<file path="src/rtl/bus_pkg.sv">
// rtl/bus_pkg.sv - shared widths and FSM state encoding for master_out_port
package bus_pkg;
  localparam int ADDR_W    = 12;
  localparam int DATA_W    = 8;
  localparam int BLEN_W    = 4;
  localparam int ADDR_BITS = 12;
  localparam int DATA_BITS = 8;

  typedef enum logic [2:0] {
    IDLE,
    REQ,
    ADDR,
    DATA,
    WAIT,
    DONE
  } state_t;
endpackage

</file>
<file path="src/rtl/bus_serializer.sv">
// rtl/bus_serializer.sv - loadable LSB-first parallel-in/serial-out shifter with bit counter
module bus_serializer #(
  parameter int WIDTH = 8,
  parameter int CNT_W = $clog2(WIDTH)
) (
  input  logic             clk,
  input  logic             reset,
  input  logic             clr,
  input  logic             load,
  input  logic             shift,
  input  logic [WIDTH-1:0] din,
  output logic             sout,
  output logic [CNT_W-1:0] bit_cnt,
  output logic             last
);
  logic [WIDTH-1:0] sr;

  // sout is the flop holding the bit on the wire; clr parks the line low
  always_ff @(posedge clk) begin
    if (reset || clr) begin
      sr      <= '0;
      sout    <= 1'b0;
      bit_cnt <= '0;
    end else if (load) begin
      sr      <= din >> 1;
      sout    <= din[0];
      bit_cnt <= '0;
    end else if (shift) begin
      sr      <= sr >> 1;
      sout    <= sr[0];
      bit_cnt <= bit_cnt + 1'b1;
    end
  end

  assign last = (bit_cnt == CNT_W'(WIDTH - 1));
endmodule

</file>
<file path="src/rtl/master_out_port.sv">
// rtl/master_out_port.sv - serial bus master port; burst support under MASTER_BURST_EN
module master_out_port #(
  parameter int ADDR_W = bus_pkg::ADDR_W,
  parameter int DATA_W = bus_pkg::DATA_W,
  parameter int BLEN_W = bus_pkg::BLEN_W
) (
  input  logic              clk,
  input  logic              reset,
  input  logic              req_valid,
  output logic              req_ready,
  input  logic              req_write,
  input  logic [ADDR_W-1:0] req_addr,
  input  logic [DATA_W-1:0] req_wdata,
  input  logic [BLEN_W-1:0] req_burst_len,
  input  logic              wdata_valid,
  output logic              wdata_ready,
  input  logic              slave_ready,
  output logic              master_valid,
  output logic              read_en,
  output logic              write_en,
  output logic              tx_address,
  output logic              tx_data,
  output logic              tx_burst,
  output logic              tx_done
);
  import bus_pkg::*;

  localparam int ACNT_W = $clog2(ADDR_W);
  localparam int DCNT_W = $clog2(DATA_W);

  state_t              state, next_state;
  logic [ADDR_W-1:0]   addr_q;
  logic [DATA_W-1:0]   wdata_q, data_din;
  logic                write_q;
  logic [BLEN_W-1:0]   len_q, beat_q, req_len_eff;
  logic                capture, beat_inc, more_beats;
  logic                addr_load, addr_shift, addr_clr, addr_last;
  logic                data_load, data_shift, data_clr, data_last;
  logic [ACNT_W-1:0]   addr_bit_unused;
  logic [DCNT_W-1:0]   data_cnt;
  logic                busy_d, write_d;
  logic [BLEN_W-1:0]   len_d;
  logic                req_ready_d, master_valid_d, read_en_d, write_en_d;
  logic                tx_burst_d, tx_done_d, wdata_ready_d;

`ifdef MASTER_BURST_EN
  assign req_len_eff = req_burst_len;
`else
  logic burst_len_unused;
  assign burst_len_unused = ^req_burst_len;
  assign req_len_eff      = '0;
`endif

  assign more_beats = (beat_q < len_q);

  always_ff @(posedge clk) begin
    if (reset) begin
      state        <= IDLE;
      addr_q       <= '0;
      wdata_q      <= '0;
      write_q      <= 1'b0;
      len_q        <= '0;
      beat_q       <= '0;
      req_ready    <= 1'b1;
      master_valid <= 1'b0;
      read_en      <= 1'b0;
      write_en     <= 1'b0;
      tx_burst     <= 1'b0;
      tx_done      <= 1'b0;
      wdata_ready  <= 1'b0;
    end else begin
      state        <= next_state;
      write_q      <= write_d;
      len_q        <= len_d;
      if (capture) begin
        addr_q  <= req_addr;
        wdata_q <= req_wdata;
        beat_q  <= '0;
      end else if (beat_inc) begin
        beat_q  <= beat_q + 1'b1;
      end
      req_ready    <= req_ready_d;
      master_valid <= master_valid_d;
      read_en      <= read_en_d;
      write_en     <= write_en_d;
      tx_burst     <= tx_burst_d;
      tx_done      <= tx_done_d;
      wdata_ready  <= wdata_ready_d;
    end
  end

  always_comb begin
    next_state = state;
    capture    = 1'b0;
    beat_inc   = 1'b0;
    addr_load  = 1'b0;
    addr_shift = 1'b0;
    addr_clr   = 1'b0;
    data_load  = 1'b0;
    data_shift = 1'b0;
    data_clr   = 1'b0;
    data_din   = wdata_q;
    unique case (state)
      IDLE: if (req_valid) begin
        capture    = 1'b1;
        next_state = REQ;
      end
      REQ: if (slave_ready) begin
        addr_load  = 1'b1;
        next_state = ADDR;
      end
      ADDR: if (addr_last) begin
        addr_clr = 1'b1;
        if (write_q) begin
          data_load  = 1'b1;
          next_state = DATA;
        end else begin
          next_state = DONE;
        end
      end else begin
        addr_shift = 1'b1;
      end
      DATA: if (!data_last) begin
        data_shift = 1'b1;
      end else if (more_beats) begin
        if (wdata_valid) begin
          data_load = 1'b1;
          data_din  = req_wdata;
          beat_inc  = 1'b1;
        end else begin
          data_clr   = 1'b1;
          next_state = WAIT;
        end
      end else begin
        data_clr   = 1'b1;
        next_state = DONE;
      end
      WAIT: if (wdata_valid) begin
        data_load  = 1'b1;
        data_din   = req_wdata;
        beat_inc   = 1'b1;
        next_state = DATA;
      end
      DONE:    next_state = IDLE;
      default: next_state = IDLE;
    endcase
  end

  // Outputs are decoded from next-cycle state so every port comes straight off a flop
  always_comb begin
    busy_d         = (next_state != IDLE);
    write_d        = capture ? req_write : write_q;
    len_d          = capture ? req_len_eff : len_q;
    req_ready_d    = !busy_d;
    master_valid_d = busy_d;
    read_en_d      = busy_d && !write_d;
    write_en_d     = busy_d && write_d;
    tx_burst_d     = busy_d && (len_d != '0);
    tx_done_d      = (next_state == DONE);
    wdata_ready_d  = (next_state == WAIT) ||
                     (data_shift && (data_cnt == DCNT_W'(DATA_W - 2)) && more_beats);
  end

  bus_serializer #(.WIDTH(ADDR_W)) u_addr_ser (
    .clk     (clk),
    .reset   (reset),
    .clr     (addr_clr),
    .load    (addr_load),
    .shift   (addr_shift),
    .din     (addr_q),
    .sout    (tx_address),
    .bit_cnt (addr_bit_unused),
    .last    (addr_last)
  );

  bus_serializer #(.WIDTH(DATA_W)) u_data_ser (
    .clk     (clk),
    .reset   (reset),
    .clr     (data_clr),
    .load    (data_load),
    .shift   (data_shift),
    .din     (data_din),
    .sout    (tx_data),
    .bit_cnt (data_cnt),
    .last    (data_last)
  );
endmodule

</file>
<file path="config.mk">
export PLATFORM = sky130hd
export DESIGN_NAME = master_out_port
export DESIGN_NICKNAME = d
export VERILOG_FILES = /design/src/rtl/bus_pkg.sv /design/src/rtl/bus_serializer.sv /design/src/rtl/master_out_port.sv
export SDC_FILE = /design/constraint.sdc
export NUM_CORES = 1
export LEC_CHECK = 0
export ABC_AREA = 1
export BUFFER_PORTS_ARGS = -buffer_cell sky130_fd_sc_hd__buf_2
export CAP_MARGIN = 25
export CORE_MARGIN = 2
export CORE_UTILIZATION = 54
export CTS_BUF_LIST = sky130_fd_sc_hd__clkbuf_4
export DETAILED_ROUTE_END_ITERATION = 12
export PLACE_DENSITY = 0.75
export SYNTH_ARGS = -nofsm -noshare
export SYNTH_HDL_FRONTEND = slang
export SYNTH_SLANG_ARGS = --single-unit
</file>
<file path="constraint.sdc">
create_clock -name clk -period 1.8 [get_ports clk]
set_clock_uncertainty 0.15 [all_clocks]
set_input_delay 0.18 -clock clk [delete_from_list [all_inputs] [get_ports clk]]
set_output_delay 0.18 -clock clk [all_outputs]
set_load 0.01 [all_outputs]
</file>
==> summary.txt <==
Status: finished clean
Area growth from synthesis to layout: 29.27%
Max-Cap Viols: 0
Worst vdd ir: 545.7 uV
Design Area, Final: 3879 sq um
Iter 0 DRT Violations: 172
Worst endpoint required time: 2.00 ns
Yosys warnings: 0
Row cnt: 27
Clk sinks: 66
Avg Cell Area, Syn: 7.178 sq um
Worst min-delay path class: input port to register
CTS tree: built
Antenna violations before repair: 0
Final-stage net count: 534
Setup CP Type: register to register
Worst Setup SP: len_q[3]
Largest net degree at the start of global routing: 22
Min-delay src: req_valid
WP data arrival: 1.99 ns
Layout cells sized above 1: 0.2515
Vias/cell: 5.127
Distinct cells, synth: 28
Port Buf Inserts: 34
CTS clock-pin slew for the worst setup and hold paths: 0.11 ns
Non-Filler Instances: 573
Setup violators final: 0
IO Count: 39
Mapped cell area: 3000 sq um
Pre-CTS WS: -0.07255 ns
Synth cell count leaders: nand2_1 (83), nor2_1 (70), dfxtp_1 (66)
R2r startpoint: len_q[3]
Ys async rst share: 0
Top achievable clock speed: 560.4 MHz
P per Cell Area: 770.5 nW/um^2
Pwr Total: 2988 uW
Cell taking the most area after synthesis: dfxtp_1
Fin crit period: 1.784 ns
Most numerous cell in the Yosys netlist: nand2_1
Layout filler cell count: 442
EDFF count, synth: 0
Final hold vios: 0
Drt drc: 0
Core footprint: 5439 sq um
Number of global-route vias before repair: 2701
Die span in x: 78.54 microns
CTS max path bufs: 2
Final Cycle Share: 0.9913
Global route overflow: 0
Ant. Diodes: 0
Post-route ant nets: 0
Top cell type's share of synthesized area: 0.4404
Placed inst area: 3374 sq um
Post-synth top flop: dfxtp_1
Routed WL: 7009 microns
Least-Margin Pin Slew: 0.4570 ns
Slew Viols, Final: 0
Root buf cell: clkbuf_4
GRT Overall Usage: 0.2388
Drt pass-1 iters: 4
Syn nets: 456
RSZ-0062 raised after global routing: yes
Top post-synthesis cells by area: dfxtp_1 (44%), nand2_1 (10%), nor2_1 (8.8%)
First-pass GRT wire length: 11690 microns
Dpl cells: 531
P_leak: 0.001674 uW
Startpoint Class: register
Synthesized flop and latch total: 66
Final Wtd Congestion: 0.8465
Final HPWL DP: 4699 microns
CP Capture Type: register
Crit path max fanout: 5
Die Area: 6169 sq um
Total number of vias: 2938
Slew HR: 0.6921
Avg WL per Cell: 12.23 microns
Clock latency at the later pin of the worst-skew pair: 0.41 ns
Setup ws final: 0.01560 ns
Mapped Cells: 418
H-tree depth: 3
Sequential element share of the synthesized area: 0.4404
CTS Buf Count: 9
Initial Utilization: 0.5516
Die Ht: 78.54 microns
per-stage QoR:
step / setup TNS [ns] / util / hold slack, ns
floorplan: 0 / - / 0.1943
global placement: -0.06257 / 0.6204 / 0.2871
detailed placement: -0.5450 / 0.6204 / 0.2907
CTS: 0 / 0.6929 / 0.1080
global route: -0.7040 / 0.7131 / 0.04341
finish: 0 / 0.7131 / 0.02487
routing by layer:
layer  global-route usage  part of all wire  vias to the layer above
met4               0.1035             0.024                        0
met3              0.05517             0.035                       19
met2               0.4162              0.51                       64
li1                     -                 -                     1518
met1               0.2791              0.43                     1337
met5                    0                 0                        -
worst max-delay path, stage by stage, from the launching register on:
cell and delay (ns):
dfxtp_2 0.36, inv_2 0.05, ha_4 0.24, a21oi_4 0.21, nand3_1 0.10, nand2_1 0.12, buf_6 0.13, nand3_1 0.08
nand3_2 0.08, nand2_1 0.08, a21oi_2 0.12
power breakdown:
group          total, uW  switching, uW  internal [uW]  leakage (uW)
sequential          1580           42.5           1540      0.000540
combinational        441            258            182       0.00106
clock                967            547            421     0.0000737
placed cells by master, fill, tap and decap left out, types with 9 or more instances in the layout:
cell type,Yosys,layout
o21ai_0,34,32
a21oi_1,32,29
buf_4,1,23
buf_2,6,34
nor2_1,70,69
dfxtp_1,66,62
o21ai_1,9,9
dlygate4sd3_1,0,22
clkbuf_4,0,9
nand2_1,83,82
nand3_1,35,29
inv_1,33,27
inv_2,6,12
sequential cells by signal, summed over array words and instances (netlist names):
| signal | flops |
|---|---|
| addr_q | 12 |
| u_addr_ser.sr | 11 |
| wdata_q | 8 |
| u_data_ser.sr | 7 |
| beat_q | 4 |
| len_q | 4 |
| u_addr_ser.bit_cnt | 4 |
| state | 3 |
| u_data_ser.bit_cnt | 3 |
| master_valid | 1 |
| read_en | 1 |
| req_ready | 1 |
| tx_burst | 1 |
| tx_done | 1 |
| u_addr_ser.sout | 1 |
| u_data_ser.sout | 1 |
| wdata_ready | 1 |
| write_en | 1 |
| write_q | 1 |
timing repair:
action                                  CTS  global route
buffers inserted                          0             4
endpoints found under the setup margin   17            35
hold buffers                             22             0
resized for setup                        11            23
pin swaps                                11            11
endpoints found under the hold margin    31             0
cell type report:
class	instances	area, sq um	area share
clock buffers	9	67.56	0.01742
clock inverters	7	68.82	0.01774
inverters	39	146.4	0.03774
multi-input cells	299	1585	0.4087
flip-flops and latches	66	1326	0.3419
well taps	72	90.09	0.02323
repair buffers	81	594.3	0.1532
kinds of logic (layout without fill, tap and decap cells):
kind of cell / count (synthesis) / count (layout) / synth area share
AOI/OAI and AO/OA: 80 / 80 / 0.1422
adders and majority gates: 8 / 8 / 0.03336
buffers and inverters: 53 / 136 / 0.07006
and+or+nand+nor: 211 / 211 / 0.3140
DFF: 66 / 66 / 0.4404
final timing paths:
path	depth (start not counted)	slack, ns	to
max	10	0.02	u_data_ser.sr[1]
min	4	0.02	len_q[0]
max reg2reg	10	0.02	u_data_ser.sr[1]
min reg2reg	2	0.31	len_q[2]
(Power assumes the default switching activity.)
